--- src/rtl/dp_seq_pkg.sv ---
// Shared types and decode helpers for the data-processing sequencer.
// Optional condition evaluation is enabled by DP_SEQ_COND_EN.
package dp_seq_pkg;

  typedef enum logic [2:0] {
    S_IDLE,
    S_DECODE,
    S_RD_N,
    S_RD_M,
    S_EXEC,
    S_WB,
    S_DONE
  } seqState_e;

  localparam logic [3:0] OPC_AND = 4'h0;
  localparam logic [3:0] OPC_EOR = 4'h1;
  localparam logic [3:0] OPC_SUB = 4'h2;
  localparam logic [3:0] OPC_RSB = 4'h3;
  localparam logic [3:0] OPC_ADD = 4'h4;
  localparam logic [3:0] OPC_ADC = 4'h5;
  localparam logic [3:0] OPC_SBC = 4'h6;
  localparam logic [3:0] OPC_RSC = 4'h7;
  localparam logic [3:0] OPC_TST = 4'h8;
  localparam logic [3:0] OPC_TEQ = 4'h9;
  localparam logic [3:0] OPC_CMP = 4'hA;
  localparam logic [3:0] OPC_CMN = 4'hB;
  localparam logic [3:0] OPC_ORR = 4'hC;
  localparam logic [3:0] OPC_MOV = 4'hD;
  localparam logic [3:0] OPC_BIC = 4'hE;
  localparam logic [3:0] OPC_MVN = 4'hF;

  localparam logic [3:0] COND_EQ = 4'h0;
  localparam logic [3:0] COND_NE = 4'h1;
  localparam logic [3:0] COND_CS = 4'h2;
  localparam logic [3:0] COND_CC = 4'h3;
  localparam logic [3:0] COND_MI = 4'h4;
  localparam logic [3:0] COND_PL = 4'h5;
  localparam logic [3:0] COND_VS = 4'h6;
  localparam logic [3:0] COND_VC = 4'h7;
  localparam logic [3:0] COND_HI = 4'h8;
  localparam logic [3:0] COND_LS = 4'h9;
  localparam logic [3:0] COND_GE = 4'hA;
  localparam logic [3:0] COND_LT = 4'hB;
  localparam logic [3:0] COND_GT = 4'hC;
  localparam logic [3:0] COND_LE = 4'hD;
  localparam logic [3:0] COND_AL = 4'hE;
  localparam logic [3:0] COND_NV = 4'hF;

  localparam int COND_LSB  = 28;
  localparam int CLASS_LSB = 26;
  localparam int I_BIT     = 25;
  localparam int OPC_LSB   = 21;
  localparam int S_BIT     = 20;
  localparam int RN_LSB    = 16;
  localparam int RD_LSB    = 12;
  localparam int RM_LSB    = 0;

  function automatic logic isTest(input logic [3:0] opc);
    return opc[3:2] == 2'b10;
  endfunction

  function automatic logic isArith(input logic [3:0] opc);
    return (opc >= OPC_SUB && opc <= OPC_RSC) ||
           opc == OPC_CMP || opc == OPC_CMN;
  endfunction

  function automatic logic isLogical(input logic [3:0] opc);
    return !isArith(opc) && !isTest(opc);
  endfunction

  // imm8 rotated right by twice the 4-bit rotate field
  function automatic logic [31:0] rotImm(input logic [11:0] f);
    logic [31:0] imm;
    logic [5:0]  sh;
    imm = {24'b0, f[7:0]};
    sh  = {1'b0, f[11:8], 1'b0};
    return (imm >> sh) | (imm << (6'd32 - sh));
  endfunction

endpackage

--- src/rtl/dp_cond_eval.sv ---
// ARM condition-code evaluator: pass when cond holds for {N,Z,C,V}.
// Instantiated by the sequencer only when DP_SEQ_COND_EN is defined.
module dp_cond_eval
  import dp_seq_pkg::*;
(
  input  logic [3:0] cond,
  input  logic [3:0] nzcv,
  output logic       pass
);

  logic n, z, c, v;
  assign {n, z, c, v} = nzcv;

  always_comb begin
    pass = 1'b0;
    unique case (cond)
      COND_EQ: pass = z;
      COND_NE: pass = !z;
      COND_CS: pass = c;
      COND_CC: pass = !c;
      COND_MI: pass = n;
      COND_PL: pass = !n;
      COND_VS: pass = v;
      COND_VC: pass = !v;
      COND_HI: pass = c && !z;
      COND_LS: pass = !c || z;
      COND_GE: pass = n == v;
      COND_LT: pass = n != v;
      COND_GT: pass = !z && (n == v);
      COND_LE: pass = z || (n != v);
      COND_AL: pass = 1'b1;
      COND_NV: pass = 1'b0;
      default: pass = 1'b0;
    endcase
  end

endmodule

--- src/rtl/dp_instr_sequencer.sv ---
// Multi-cycle ARM data-processing sequencer over a shared ALU and 1R1W RF.
// Define DP_SEQ_COND_EN to honour the condition field.
module dp_instr_sequencer
  import dp_seq_pkg::*;
#(
  parameter int RF_AW = 4
) (
  input  logic             clk,
  input  logic             reset,
  input  logic             instr_valid,
  output logic             instr_ready,
  input  logic [31:0]      instr,
  output logic [RF_AW-1:0] rf_raddr,
  input  logic [31:0]      rf_rdata,
  output logic             rf_we,
  output logic [RF_AW-1:0] rf_waddr,
  output logic [31:0]      rf_wdata,
  output logic [31:0]      alu_a,
  output logic [31:0]      alu_b,
  output logic [4:0]       alu_op,
  output logic             alu_cin,
  input  logic [31:0]      alu_out,
  input  logic             alu_c,
  input  logic             alu_z,
  input  logic             alu_n,
  input  logic             alu_v,
  output logic [3:0]       cpsr_nzcv,
  output logic             done,
  output logic             skipped
);

  seqState_e   state;
  logic [31:0] instrReg;
  logic [31:0] opA;
  logic [31:0] opB;
  logic [31:0] result;
  logic [3:0]  nzcv;
  logic        condPass;

  logic [1:0] cls;
  logic       immOp;
  logic [3:0] opc;
  logic       setFlags;
  logic [3:0] rn;
  logic [3:0] rd;
  logic [3:0] rm;
  logic       noRn;
  logic       testOp;
  logic       execOk;

  assign cls      = instrReg[CLASS_LSB +: 2];
  assign immOp    = instrReg[I_BIT];
  assign opc      = instrReg[OPC_LSB +: 4];
  assign setFlags = instrReg[S_BIT];
  assign rn       = instrReg[RN_LSB +: 4];
  assign rd       = instrReg[RD_LSB +: 4];
  assign rm       = instrReg[RM_LSB +: 4];
  assign noRn     = opc == OPC_MOV || opc == OPC_MVN;
  assign testOp   = isTest(opc);
  assign execOk   = cls == 2'b00 && condPass;

`ifdef DP_SEQ_COND_EN
  dp_cond_eval uCond (
    .cond (instrReg[COND_LSB +: 4]),
    .nzcv (nzcv),
    .pass (condPass)
  );
`else
  logic unusedCond;
  assign unusedCond = ^instrReg[COND_LSB +: 4];
  assign condPass   = 1'b1;
`endif

  always_ff @(posedge clk) begin
    if (reset) begin
      state    <= S_IDLE;
      instrReg <= '0;
      opA      <= '0;
      opB      <= '0;
      result   <= '0;
      nzcv     <= '0;
    end else begin
      unique case (state)
        S_IDLE: begin
          if (instr_valid) begin
            instrReg <= instr;
            state    <= S_DECODE;
          end
        end
        S_DECODE: begin
          if (!execOk) begin
            state <= S_IDLE;
          end else begin
            if (immOp) opB <= rotImm(instrReg[11:0]);
            if (noRn) state <= immOp ? S_EXEC : S_RD_M;
            else      state <= S_RD_N;
          end
        end
        S_RD_N: begin
          opA   <= rf_rdata;
          state <= immOp ? S_EXEC : S_RD_M;
        end
        S_RD_M: begin
          opB   <= rf_rdata;
          state <= S_EXEC;
        end
        S_EXEC: begin
          result <= alu_out;
          // logical ops keep C and V; tests always update flags
          if (setFlags || testOp) begin
            nzcv[3] <= alu_n;
            nzcv[2] <= alu_z;
            if (isArith(opc)) begin
              nzcv[1] <= alu_c;
              nzcv[0] <= alu_v;
            end
          end
          state <= testOp ? S_DONE : S_WB;
        end
        S_WB:    state <= S_IDLE;
        S_DONE:  state <= S_IDLE;
        default: state <= S_IDLE;
      endcase
    end
  end

  assign cpsr_nzcv = nzcv;

  always_comb begin
    instr_ready = 1'b0;
    rf_raddr    = '0;
    rf_we       = 1'b0;
    rf_waddr    = '0;
    rf_wdata    = '0;
    alu_a       = '0;
    alu_b       = '0;
    alu_op      = '0;
    alu_cin     = 1'b0;
    done        = 1'b0;
    skipped     = 1'b0;
    unique case (state)
      S_IDLE:   instr_ready = 1'b1;
      S_DECODE: skipped = !execOk;
      S_RD_N:   rf_raddr = RF_AW'(rn);
      S_RD_M:   rf_raddr = RF_AW'(rm);
      S_EXEC: begin
        alu_a   = opA;
        alu_b   = opB;
        alu_op  = {1'b0, opc};
        alu_cin = nzcv[1];
      end
      S_WB: begin
        rf_we    = 1'b1;
        rf_waddr = RF_AW'(rd);
        rf_wdata = result;
        done     = 1'b1;
      end
      S_DONE:  done = 1'b1;
      default: ;
    endcase
  end

endmodule
--- config.mk ---
export PLATFORM = sky130hd
export DESIGN_NAME = dp_instr_sequencer
export DESIGN_NICKNAME = d
export VERILOG_FILES = /design/src/rtl/dp_seq_pkg.sv /design/src/rtl/dp_cond_eval.sv /design/src/rtl/dp_instr_sequencer.sv
export SDC_FILE = /design/constraint.sdc
export NUM_CORES = 1
export LEC_CHECK = 0
export CAP_MARGIN = 5
export CORE_AREA = 5 5 134 111
export DETAILED_ROUTE_END_ITERATION = 8
export DIE_AREA = 0 0 139 116
export PLACE_DENSITY = 0.85
export RECOVER_POWER = 100
export SLEW_MARGIN = 20
export SYNTH_ARGS = -nofsm -noshare
export SYNTH_HDL_FRONTEND = slang
export SYNTH_HIERARCHICAL = 1
export SYNTH_SLANG_ARGS = --single-unit
--- constraint.sdc ---
create_clock -name clk -period 6.4 [get_ports clk]
set_clock_uncertainty 0.2 [all_clocks]
set_input_delay 0.96 -clock clk [delete_from_list [all_inputs] [get_ports clk]]
set_output_delay 0.96 -clock clk [all_outputs]
set_load 0.005 [all_outputs]
Yosys cells after proc, flatten, opt, wreduce, memory -nomap -nowiden
Cells that the tools add are included.
{ "totals": {"register_bits": 131, "latchBits": 0, "ram_bits": 0, "rom_bits": 0, "inputBits": 103, "output_inout_bits": 118, "elab_cells": 61, "mem_count": 0} }
{ "op_classes": {"addsub": 1, "multipliers": 0, "div_mod_pow": 0, "n_lt_le_gt_ge": 2, "eq_ne": 14, "shifts": 2, "n_mux": 20, "bitwise_logic": 1, "n_reduce_logical": 14} }
{ "ops": {"columns": ["operator", "count"], "rows": [
  ["two-way mux 32 bit", 5],
  ["case mux 32 bit (2 select lines)", 1],
  ["OR 32 bit", 1],
  ["<< shifter 8 x 6 -> 32 bit", 1],
  [">> shifter 8 x 5 -> 32 bit", 1],
  ["equality test 4 bit, second input constant", 4],
  ["case mux 3 bit (5 select lines)", 1],
  ["two-way mux 3 bit", 4],
  ["equality test 3 bit, second input constant", 3],
  ["two-way mux 4 bit", 2],
  ["case mux 4 bit (2 select lines)", 1],
  ["equality test 3 x 2 -> 1 bit, second input constant", 2],
  ["!= test 2 bit, second input constant", 3],
  ["AND reduction 3 bit", 2],
  ["subtractor 6 x 5 -> 6 bit, first input constant", 1],
  ["two-way mux 1 bit", 5],
  [">= comparator 4 x 2 -> 1 bit, second input constant", 1],
  ["less-or-equal comparator 4 x 3 -> 1 bit, second input constant", 1],
  ["logical OR 1 bit", 4],
  ["AND reduction 2 bit", 2],
  ["equality test 3 x 1 -> 1 bit, second input constant", 1],
  ["zero test 3 bit", 1],
  ["equality test 2 bit, second input constant", 1],
  ["zero test 2 bit", 1],
  ["5 further kinds", 5]
]} }

Logic depth before layout (Yosys ltp)
Gate-level depths: netlist (run 1).
{ "logic_depth": {"word_depth": 6, "ltp_mapped": 11, "mapped_depth_nobuf": 6} }

Worst setup path before layout (run 1)
No wires, ideal clock.
{ "synth_timing": {"path_type": "reg-to-output", "start": "reg state[1]", "end": "out alu_a[0]", "t_arrival_ns": 1.363, "required_ns": 5.240, "setup_slack_ns": 3.877, "stages_incl_launch_ff": 6, "path_buffers": 3, "cell_sequence": "dfxtp_1 clkbuf_1 nor3b_1 buf_2 clkbuf_1 and2_1"} }
{ "synth_via": {"elab_chain_cells": 2} }
{ "synth_lines": {"columns": ["element", "line", "text"], "rows": [
  ["start: declaration", "dp_instr_sequencer.sv:32", "seqState_e state;"],
  ["start signal: assignment", "dp_instr_sequencer.sv:95", "if (noRn) state <= immOp ? S_EXEC : S_RD_M;"],
  ["start signal: assignment", "dp_instr_sequencer.sv:101", "state <= immOp ? S_EXEC : S_RD_M;"],
  ["start signal: assignment", "dp_instr_sequencer.sv:118", "state <= testOp ? S_DONE : S_WB;"],
  ["equality test 3 bit", "dp_instr_sequencer.sv:141", "unique case (state)"],
  ["two-way mux 32 bit", "dp_instr_sequencer.sv:141", null],
  ["end: declaration", "dp_instr_sequencer.sv:18", "output logic [31:0] alu_a,"]
]} }
No other way between the ends.

Worst setup path in the final report (run 1)
{ "layout_timing": {"start": "reg instrReg[8]", "end": "reg opB[30]"} }
{ "layout_via": {"elab_chain_cells": 6, "elab_cells_between_ends": 7, "classes_between": "add/sub (1); shift (2); mux (3); bitwise (1)"} }
{ "layout_lines": {"columns": ["element", "line", "text"], "rows": [
  ["start: declaration", "dp_instr_sequencer.sv:33", "logic [31:0] instrReg;"],
  ["start signal: assignment", "dp_instr_sequencer.sv:86", "instrReg <= instr;"],
  ["subtractor 6 x 5 -> 6 bit", "dp_seq_pkg.sv:77", "return (imm >> sh) | (imm << (6'd32 - sh));"],
  ["<< shifter 8 x 6 -> 32 bit", "dp_seq_pkg.sv:77", null],
  ["OR 32 bit (*)", "dp_seq_pkg.sv:77", null],
  ["two-way mux 32 bit (*)", "dp_instr_sequencer.sv:94", "if (immOp) opB <= rotImm(instrReg[11:0]);"],
  ["two-way mux 32 bit (*)", "dp_instr_sequencer.sv:91", "if (!execOk) begin"],
  ["case mux 32 bit (2 select lines) (*)", "dp_instr_sequencer.sv:83", "unique case (state)"],
  ["end signal: assignment", "dp_instr_sequencer.sv:94", null],
  ["end signal: assignment", "dp_instr_sequencer.sv:104", "opB <= rf_rdata;"],
  ["end: declaration", "dp_instr_sequencer.sv:35", "logic [31:0] opB;"]
]} }
Every way passes the cells marked *; elsewhere a longest branch is shown, timed or not. The select of a mux whose other input is x is not followed.
A chain may end at the register's enable or synchronous reset.

==> results of run 1 <==
-- cell type report --
cell class,count,area (um^2),share of cell area
Antenna cell,1,2.502,0.0002721
Clock buffer,18,439.2,0.04775
Clock inverter,14,155.1,0.01687
Inverter,4,15.01,0.001632
Multi-Input combinational cell,633,3547,0.3857
Sequential cell,131,2623,0.2851
Tap cell,180,225.2,0.02449
Timing Repair Buffer,223,2191,0.2382
-- synth_stat cells, drive strengths merged (2+ instances only) --
| cell type | count | area, um^2 |
|---|---|---|
| nor3b | 8 | 60.06 |
| a22o | 4 | 35.03 |
| o21a | 3 | 22.52 |
| nand2b | 6 | 37.54 |
| inv | 4 | 15.01 |
| o21ai | 34 | 170.2 |
| o31ai | 2 | 15.01 |
| a31oi | 10 | 62.56 |
| and3 | 2 | 12.51 |
| buf | 23 | 131.4 |
| a21o | 3 | 22.52 |
| o221ai | 7 | 61.31 |
| mux2 | 2 | 22.52 |
| a32oi | 8 | 70.07 |
| nor2b | 3 | 18.77 |
| o22ai | 3 | 18.77 |
| nand2 | 194 | 728.2 |
| a2111oi | 3 | 82.58 |
| a22oi | 2 | 15.01 |
| nor3 | 8 | 40.04 |
| dfxtp | 131 | 2623 |
| o211ai | 6 | 45.04 |
| a221oi | 6 | 52.55 |
| mux2i | 14 | 140.1 |
| a21oi | 125 | 625.6 |
| nand4b | 2 | 17.52 |
| and2 | 110 | 688.2 |
| nor4 | 2 | 27.53 |
| xor2 | 2 | 17.52 |
| clkbuf | 51 | 191.4 |
| nor2 | 19 | 71.32 |
| mux4 | 4 | 101.4 |
| nand3 | 13 | 65.06 |
| nand3b | 6 | 45.04 |
| nand4 | 7 | 43.79 |
| or2 | 3 | 18.77 |
-- metrics by stage --
stage	power, mW	instance area [um^2]	utilization
after global placement	1.177	8646	0.6494
after CTS	2.147	9240	0.6941
after global routing	2.214	9198	0.6909
final	2.138	9198	0.6909
after detailed placement	1.183	8646	0.6494
after floorplan	1.067	6526	-
-- state kept, by name (all words and copies together) (netlist names) --
register   count
opA           32
opB           32
result        32
instrReg      28
cpsr_nzcv      4
state          3
-- path summary, 6_finish.rpt --
check | start | to | slack (ps) | depth (start not counted)
worst max-delay path | instrReg[8] | opB[30] | 2380 | 7
worst min-delay path | result[27] | result[27] | 250 | 2
worst max register to register | instrReg[8] | opB[30] | 2380 | 7
worst min register to register | result[27] | result[27] | 250 | 2
-- report_power, final --
part,leakage [nW],total [mW],internal (mW),switching [mW]
logic,2.03,0.285,0.125,0.160
registers,1.06,0.885,0.850,0.0356
clock network,0.281,0.967,0.589,0.379
-- cell families after synthesis --
logic type	Yosys count
buf+inv	78
mux	20
simple gates	386
xor+xnor	3
fa+ha+maj	1
compound gates	222
flops	131
other cells	1
-- routing by layer --
layer,global-route usage,part of all wire
met2,0.3840,0.46
met1,0.3340,0.43
met4,0.1154,0.034
met3,0.04662,0.078
met5,0,0
-- critical path, stage by stage, from the launching register on --
cell,delay [ps]
dfxtp_1,300
clkbuf_1,1120
inv_1,330
ha_1,870
mux4_1,510
and2_0,240
a32oi_1,220
a21oi_1,90
==> impl_metrics.csv, run 1 <==
group,metric,value,unit
timing,rsz0062_at_grt,"false",
finish,stdcell_count,1204,
placement,dp_hpwl,14.86,mm
logic_synthesis,syn_nets,946,
timing,setup_violations,0,
logic_synthesis,avgSynthCellArea,7.751,um^2
routing,drt-wirelength-per-cell,17.45,um
logic_synthesis,yosys_warnings,6,
power,leakagePower,3.373,nW
logic_synthesis,synth_top_family_by_area,"simple AND/OR/NAND/NOR gates",
cts,cts_resized,0,
cts,cts_hold_buf,0,
cts,root_buffer,"clkbuf_16",
grt,antenna_found_initial,1,
routing,dr_total_vias,6600,
routing,postRouteAntennaNets,0,
timing,fin_ws,2375,ps
timing,fin_tns_setup,0,ps
finish,synthToLayoutAreaGrowth,40.93,%
timing,min_period,4025,ps
cts,cts_max_level,4,
worst_setup_path,path_class,"flip-flop to flip-flop",
worst_setup_path,cp-end-kind,"flip-flop",
floorplan,die_x,139,um
placement,preCtsSetupSlack,2862,ps
floorplan,die_area,16120,um^2
floorplan,io-pin-count,221,
finish,final_common_cell,"nand2_1",
routing,wirelength,21.01,mm
logic_synthesis,synth_ff_type,"dfxtp_1",
finish,drive_gt1_frac,0.04594,
timing,slew-limit-headroom,-0.08693,
logic_synthesis,ys_ff_latch,131,
worst_hold_path,min_path_type,"flip-flop to flip-flop",
timing,worst_pin_slew,1630,ps
floorplan,start_util,0.4902,
cts,clk_latency,410,ps
logic_synthesis,netlist-cell-type-count,54,
timing,hold_viol_final,0,
floorplan,coreArea,13310,um^2
timing,fmax,0.2485,GHz
logic_synthesis,synth_fa_ha_area_frac,0.001917,
grt,grt_pass1_wl,31.88,mm
routing,vias_per_cell,5.482,
placement,place_congestion,0.9523,
logic_synthesis,syn_inst,842,
outcome,violations,"capacitance limit, slew limit",
placement,dp_cells,1171,
cts,cts_tree,"built",
routing,drt_iter0_markers,720,
cts,cts_setup_buffers,0,
logic_synthesis,ys_async_sr_fraction,0,
placement,io_buffers,215,
cts,clock_sinks,131,
finish,finish.net_count,1114,
worst_setup_path,required,6460,ps
power,ir_worst_vdd,0.0001912,V
logic_synthesis,seq_area_frac_synth,0.4018,
grt,grt_util_all_layers,0.2464,
logic_synthesis,synth_compound_area_frac,0.2084,
grt,grt_pass1_vias,5928,
logic_synthesis,yosys.area_share.simple,0.2910,
cts,clockBufferDepth,2,
logic_synthesis,yosys.area_share.xor_xnor,0.004026,
flow_run,drv_cap,2,
finish,fillCellCount,1100,
cts,path_clk_slew,60,ps
power,powerDensity,232.5,nW/um^2
finish,layout_common_cells,"nand2_1, clkdlybuf4s50_1, dfxtp_1",
floorplan,die_y,116,um
logic_synthesis,syn_area,6526,um^2
floorplan,num_rows,38,
worst_setup_path,start_kind,"flip-flop",
logic_synthesis,synth_edf_count,0,
grt,grt_max_degree,98,
timing,drv_slew,70,
worst_setup_path,cp.arrival,4090,ps
routing,drc,0,
timing,period_share,0.6289,
grt,grt_overflow,0,
worst_setup_path,critPathMaxFanout,33,
logic_synthesis,muxShareOfSynthArea,0.04045,
outcome,status,"finished, violations left",
timing,holdWs,248.7,ps
routing,dr.pass1.iters,7,
cts,cts_inserted_buffers,17,
Power figures use the tool's default switching activity.
==> run 2, diff against run 1 <==
Settings changed: CORE_AREA 5 5 134 111 to 5 5 146 120, DIE_AREA 0 0 139 116 to 0 0 151 125, PLACE_DENSITY 0.85 to 0.77.
Clock period 6.4 ns to 3.7 ns, I/O delays scaled along.
==> impl_metrics.csv, run 2 (synthesis results as in run 1) <==
group,metric,value,unit
worst_setup_path,path_class,"flip-flop to output port",
routing,drt_iter0_markers,632,
worst_setup_path,start_kind,"flip-flop",
worst_setup_path,slowest_delay,590,ps
power,finalPower,3.848,mW
worst_setup_path,cp.arrival,2610,ps
cts,path_clk_slew,60,ps
worst_setup_path,cp_slowest_cell,"dlygate4sd3_1",
cts,cts_setup_buffers,0,
floorplan,io-pin-count,221,
routing,vias_per_cell,5.262,
worst_setup_path,critPathMaxFanout,15,
outcome,status,"finished, violations left",
routing,drc,0,
outcome,violations,"capacitance limit, slew limit",
finish,top_regs,"opA: 32 flops, opB: 32 flops, result: 32 flops",
routing,wirelength,21.53,mm
cts,clock_sinks,131,
timing,fin_tns_setup,0,ps
cts,root_buffer,"clkbuf_16",
worst_hold_path,min_path_type,"flip-flop to flip-flop",
floorplan,die_area,18880,um^2
routing,postRouteAntennaNets,0,
grt,grt_pass1_wl,33.22,mm
grt,antenna_found_initial,0,
worst_setup_path,cp_top_family,"buffers and inverters",
finish,finish.net_count,1121,
worst_setup_path,worstSetupPathDepth,5,
routing,dr.pass1.iters,5,
worst_setup_path,path_cells,"clkbuf_1 > nand2b_1 > nor2_1 > a22o_1 > dlygate4sd3_1",
cts,cts_hold_buf,0,
worst_setup_path,required,2940,ps
routing,drt-wirelength-per-cell,17.22,um
placement,io_buffers,215,
timing,worst_pin_slew,2066,ps
finish,seq_area,2623,um^2
floorplan,die_y,125,um
cts,cts_max_level,4,
worst_setup_path,r2r-start,"state[1]",
worst_setup_path,worstRegToRegCells,6,
timing,period_share,0.9081,
timing,setup_violations,0,
grt,grt_overflow,0,
grt,grt_pass1_vias,6093,
worst_setup_path,crit_path_start,"state[1]",
finish,fillCellCount,1495,
timing,rsz0062_at_grt,"false",
finish,final_common_cell,"nand2_1",
worst_setup_path,cp-end-kind,"output port",
cts,clockBufferDepth,2,
cts,cts_tree,"built",
finish,drive_gt1_frac,0.05437,
flow_run,drv_cap,2,
timing,hold_viol_final,0,
power,powerDensity,410.6,nW/um^2
routing,dr_total_vias,6578,
power,leakagePower,3.471,nW
floorplan,die_x,151,um
finish,diodes,0,
cts,cts_resized,0,
cts,clk_latency,420,ps
grt,grt_util_all_layers,0.2211,
worst_setup_path,cp_num_buf_inv,2,
finish,final_area,9371,um^2
finish,post-route-util,0.5828,
grt,grt_max_degree,92,
floorplan,num_rows,42,
placement,place_congestion,0.8688,
floorplan,coreArea,16080,um^2
finish,layout_common_cells,"nand2_1, clkdlybuf4s50_1, dfxtp_1",
cts,cts_inserted_buffers,17,
worst_hold_path,holdPathStages,2,
finish,synthToLayoutAreaGrowth,43.60,%
timing,fmax,0.2976,GHz
timing,min_period,3360,ps
timing,drv_slew,70,
finish,multi_input_area,3560,um^2
placement,dp_hpwl,15.24,mm
power,ir_worst_vdd,0.0002454,V
floorplan,start_util,0.4059,
timing,slew-limit-headroom,-0.3776,
worst_hold_path,hold_start,"opA[20]",
placement,dpl_cell_area,8761,um^2
[run 2: routing by layer]
layer,part of all wire,up-vias,GRT usage
li1,-,3230,-
met1,0.44,3052,0.3082
met2,0.46,257,0.3386
met3,0.070,39,0.05137
met4,0.028,0,0.07143
met5,0,-,0
[run 2: worst paths after layout]
check / to / slack, ps
max: rf_raddr[2] / 340
min: opA[20] / 250
max reg2reg: cpsr_nzcv[0] / 550
min reg2reg: opA[20] / 250
[run 2: cell type report]
type / instances / share of cell area
clock inverters: 12 / 0.01909
repair buffers: 230 / 0.2415
multi-input cells: 633 / 0.3798
flip-flops and latches: 131 / 0.2798
clock buffers: 20 / 0.04873
inverters: 4 / 0.001602
well taps: 220 / 0.02937
[run 2: report_power, final]
part | switching (mW) | total [mW] | leakage (nW) | internal [mW]
Sequential | 0.0529 | 1.52 | 1.06 | 1.47
Combinational | 0.292 | 0.517 | 2.11 | 0.225
Clock | 0.643 | 1.81 | 0.303 | 1.16
[run 2: worst register-to-register path: stages (launching register included)]
cell	delay, ps
dfxtp_1	300
clkbuf_1	330
or3b_1	450
clkbuf_1	650
a2111oi_2	790
mux2i_1	250
nor2_1	50
[run 2: per-stage QoR]
stage | instances | setup WS [ps] | hold WS [ps]
after floorplan | 842 | 1227 | 231.7
after global placement | 1218 | 750.7 | 238.5
after detailed placement | 1218 | 648.3 | 242.2
after CTS | 1250 | 227.2 | 249.8
after global routing | 1250 | 195.1 | 263.3
final | 1250 | 339.9 | 246.7
